<file path="src/rtl/mem_wb_pipe_reg.sv">
// MEM/WB pipeline register with valid/ready handshaking and XZR write suppression.
// Define MEM_WB_PIPE_SKID_EN to add a one-entry skid buffer (registered in_ready, two-entry capacity).
module mem_wb_pipe_reg #(
  parameter int DATA_W   = 64,
  parameter int ADDR_W   = 5,
  parameter int ZERO_REG = 31
) (
  input  logic              clk,
  input  logic              reset,
  input  logic              flush,
  input  logic              in_valid,
  output logic              in_ready,
  input  logic [DATA_W-1:0] data_d,
  input  logic [ADDR_W-1:0] reg_write_addr_d,
  input  logic              RegWrite_d,
  output logic              out_valid,
  input  logic              out_ready,
  output logic [DATA_W-1:0] data_q,
  output logic [ADDR_W-1:0] reg_write_addr_q,
  output logic              RegWrite_q
);

  localparam logic [ADDR_W-1:0] ZERO_ADDR = ADDR_W'(ZERO_REG);

  // Handshake: a transfer happens on a rising edge where valid and ready are both 1;
  // a producer holding valid keeps its payload stable until that edge.
  logic              main_valid;
  logic [DATA_W-1:0] main_data;
  logic [ADDR_W-1:0] main_addr;
  logic              main_we;
  logic              take_in;
  logic              take_out;

  assign take_in  = in_valid & in_ready;
  assign take_out = main_valid & out_ready;

`ifdef MEM_WB_PIPE_SKID_EN
  logic              skid_valid;
  logic [DATA_W-1:0] skid_data;
  logic [ADDR_W-1:0] skid_addr;
  logic              skid_we;

  // Only registered state feeds in_ready, so out_ready never reaches the upstream stage.
  assign in_ready = reset & ~skid_valid;

  always_ff @(posedge clk) begin
    if (!reset) begin
      main_valid <= 1'b0;
      main_data  <= '0;
      main_addr  <= '0;
      main_we    <= 1'b0;
      skid_valid <= 1'b0;
      skid_data  <= '0;
      skid_addr  <= '0;
      skid_we    <= 1'b0;
    end else if (flush) begin
      main_valid <= 1'b0;
      skid_valid <= 1'b0;
    end else if (take_out) begin
      if (skid_valid) begin
        // take_in is impossible here because in_ready is low while the skid is full.
        main_data  <= skid_data;
        main_addr  <= skid_addr;
        main_we    <= skid_we;
        skid_valid <= 1'b0;
      end else if (take_in) begin
        main_data <= data_d;
        main_addr <= reg_write_addr_d;
        main_we   <= RegWrite_d;
      end else begin
        main_valid <= 1'b0;
      end
    end else if (take_in) begin
      if (main_valid) begin
        skid_valid <= 1'b1;
        skid_data  <= data_d;
        skid_addr  <= reg_write_addr_d;
        skid_we    <= RegWrite_d;
      end else begin
        main_valid <= 1'b1;
        main_data  <= data_d;
        main_addr  <= reg_write_addr_d;
        main_we    <= RegWrite_d;
      end
    end
  end
`else
  assign in_ready = reset & (~main_valid | out_ready);

  always_ff @(posedge clk) begin
    if (!reset) begin
      main_valid <= 1'b0;
      main_data  <= '0;
      main_addr  <= '0;
      main_we    <= 1'b0;
    end else if (flush) begin
      main_valid <= 1'b0;
    end else if (take_in) begin
      main_valid <= 1'b1;
      main_data  <= data_d;
      main_addr  <= reg_write_addr_d;
      main_we    <= RegWrite_d;
    end else if (take_out) begin
      // Payload is left stale; only the valid bit drops.
      main_valid <= 1'b0;
    end
  end
`endif

  assign out_valid        = main_valid;
  assign data_q           = main_data;
  assign reg_write_addr_q = main_addr;
  assign RegWrite_q       = main_we & main_valid & (main_addr != ZERO_ADDR);

endmodule

</file>
<file path="config.mk">
export PLATFORM = sky130hd
export DESIGN_NAME = mem_wb_pipe_reg
export DESIGN_NICKNAME = d
export VERILOG_FILES = /design/src/rtl/mem_wb_pipe_reg.sv
export SDC_FILE = /design/constraint.sdc
export NUM_CORES = 1
export LEC_CHECK = 0
export BUFFER_PORTS_ARGS = -buffer_cell sky130_fd_sc_hd__buf_4
export CORE_MARGIN = 2
export CORE_UTILIZATION = 49
export CTS_CLUSTER_DIAMETER = 30
export DETAILED_ROUTE_END_ITERATION = 8
export PLACE_DENSITY = 0.84
export SLEW_MARGIN = 20
export SYNTH_ARGS = -nofsm -noshare
export SYNTH_HDL_FRONTEND = slang
export SYNTH_SLANG_ARGS = --single-unit
</file>
<file path="constraint.sdc">
create_clock -name clk -period 3.2 [get_ports clk]
set_clock_uncertainty 0.1 [all_clocks]
set_input_delay 0.16 -clock clk [delete_from_list [all_inputs] [get_ports clk]]
set_output_delay 0.16 -clock clk [all_outputs]
set_load 0.05 [all_outputs]
</file>
==> results_dict.tcl <==
set metrics [dict create \
    holdPathStages 3 \
    hold_buffers 71 \
    synthMuxAreaShare_pct 0 \
    met1_usage_pct 31.1 \
    synth_top_family_by_area "simple AND/OR/NAND/NOR gates" \
    grtUsageMet2_pct 47.4 \
    fp-row-count 28 \
    dr.pass1.iters 4 \
    setup_viol 0 \
    drive_above_1_share_pct 44.8 \
    crit_buf_inv 2 \
    die_height_um 82.4 \
    fin_cells 602 \
    avgViaCountPerCell 5.12 \
    final_hold_viol_count 0 \
    ys_warn_count 0 \
    syn_area_mm2 0.00301 \
    timing.rr.end "data_q[31]" \
    place_inst 515 \
    ff2ff_path_depth 4 \
    synth-xor-area-share_pct 0 \
    ant_nets 0 \
    regToRegSetupSlack_ps 1550 \
    avgSynthCellArea_um2 9.35 \
    cts-root-buf "clkbuf_8" \
    outcome "completed" \
    synth-main-ff-cell "dfxtp_1" \
    yosysTopAreaCellShare_pct 47.2 \
    path_class "reg -> out" \
    synth_seq_cells 71 \
    io_buffers 146 \
    yosys.area.top_type "dfxtp_1" \
    netlist_instances 322 \
    cts_sinks 71 \
    p_total_mw 2.18 \
    synthAdderAreaFrac_pct 0 \
    coreArea_mm2 0.00592 \
    cts_resized 0 \
    place_congestion 0.740 \
    hold_path_end "out_valid" \
    syn_to_final_growth_pct 61.0 \
    maxCapViolations 0 \
    die_area_mm2 0.00678 \
    cts_tree "done" \
    cp_data_required_time_ps 2940 \
    finalCriticalPeriod_ps 2040 \
    rsz0062_at_grt "false" \
    dp_hpwl_um 4920 \
    worstReg2RegStart "out_valid" \
    h-tree-depth 3 \
    pre_cts_ws_ps 1470 \
    endpoint_kind "primary output" \
    grt_pass1_vias 2917 \
    critical_path.slowest_cell "buf_4" \
    wl_um 9280 \
    path_depth 4 \
    final_max_slew_viol_count 0 \
    tns_ps 0 \
    relSlewSlack_pct 50.8 \
    powerDensity_mw_per_mm2 450 \
    yosys.area_share.simple_pct 22.2 \
    path_cells "nand2b_2, buf_4, and2_1, buf_4" \
    crit_path_start_kind "register" \
    slowest_delay_ps 600 \
    synth_area_leaders "dfxtp_1 (47%), o21ai_2 (20%), nand3_1 (12%), nand2_1 (8.9%), buf_12 (5.3%)" \
    ios 147 \
    post_cts_buffers 0 \
    antenna_found_initial 0 \
    max_slew.worst_pin.slew_ps 737 \
    gr-total-overflow 0 \
    power_leakage_nw 2.12 \
    hold_path.class "in -> reg" \
    drt_iter0_drc 192 \
    use_met3_pct 5.98 \
    async_flop_share_pct 0 \
    grt.total_usage_pct 26.9 \
    synth_compound_area_share_pct 20.6 \
    final_nets 597 \
    synth_seq_area_share_pct 47.2 \
    synth_edf_count 0 \
    wl_per_cell_um 15.4 \
    cp_top_family "buffers and inverters" \
    grt_pass1_wl_um 13900 \
    min_period_over_period_pct 63.7 \
    cts_buffers 9 \
    fmax_mhz 491 \
    path_clk_slew_ps 80 \
    cts_max_path_buffers 2 \
    netlist_top_cells_count "dfxtp_1 (71), nand2_1 (71), nand3_1 (70), o21ai_2 (70), buf_2 (9)" \
    cpMostUsedCell "buf_4" \
    fin_ws_ps 1160 \
    hold_path_startpoint "in_valid" \
    crit_arrival_ps 1780 \
    start_util_pct 50.8 \
    dieWidth_um 82.4 \
    clk-insertion-delay-late_ps 330 \
    synthesis.nets 397 \
    synth_cell_type_count 17 \
    gr-max-usage-layer "met2" \
    grt_start_max_net_pins 73 \
    n_antenna_cell 0 \
    ir_drop_v 0.000326 \
    vias 3084 \
    critPathMaxFanout 72 \
    drc 0 \
]
-- worst register-to-register path, cell delays in order (launching register included) --
cell	delay (ps)
dfxtp_1	340
nand2b_2	90
and2_4	490
buf_12	360
o21ai_2	150
-- layer usage --
metal | vias to the layer above | part of all wire, %
met1 | 1432 | 38
met5 | - | 0
met3 | 19 | 6.2
met4 | 0 | 2.7
li1 | 1508 | -
met2 | 125 | 53
-- layout by cell type (no fill, tap or decap), types with 3 or more instances in the layout --
master,Yosys,final
dfxtp_1,71,71
buf_4,0,149
clkbuf_8,0,10
o21ai_2,70,70
clkbuf_1,8,3
nand2_1,71,71
nand3_1,70,70
dlygate4sd3_1,0,71
-- metrics by stage --
step / util [%] / hold slack [ps] / cell area (um^2)
floorplan: - / 136 / 3010
global placement: 66.6 / 233 / 3940
detailed placement: 66.6 / 232 / 3940
CTS: 81.8 / 27.1 / 4850
global route: 81.8 / 85.0 / 4850
finish: 81.8 / 71.4 / 4850
-- report_power, final --
part / leakage, nW / total (mW) / internal, mW / switching, mW
Sequential: 0.582 / 0.961 / 0.932 / 0.0288
Combinational: 1.45 / 0.519 / 0.213 / 0.306
Clock: 0.0936 / 0.700 / 0.382 / 0.318
-- final cells by class --
type | count | area (um^2)
Timing Repair Buffer | 221 | 1850
Sequential cell | 71 | 1420
Multi-Input combinational cell | 219 | 1290
Fill cell | 349 | 1070
Clock buffer | 13 | 149
Tap cell | 75 | 93.8
Clock inverter | 3 | 42.5
-- flip-flops by register name (all words and copies together) (netlist names) --
register,count
data_q,64
main_we,1
reg_write_addr_q,5
out_valid,1
-- worst max path at each step --
stage | slack [ps] | startpoint | to
2_1_floorplan | 1390 | reg_write_addr_q[1] | RegWrite_q
3_3_place_gp | 1500 | flush | data_q[52]
3_5_place_dp | 1470 | flush | data_q[25]
4_1_cts | 1160 | out_valid | in_ready
5_1_grt | 1080 | out_valid | in_ready
6_report | 1160 | out_valid | in_ready
-- kinds of logic after synthesis --
family / count (synthesis)
buf+inv: 32
simple gates: 148
flops: 71
compound gates: 71
Power figures use the tool's default switching activity.
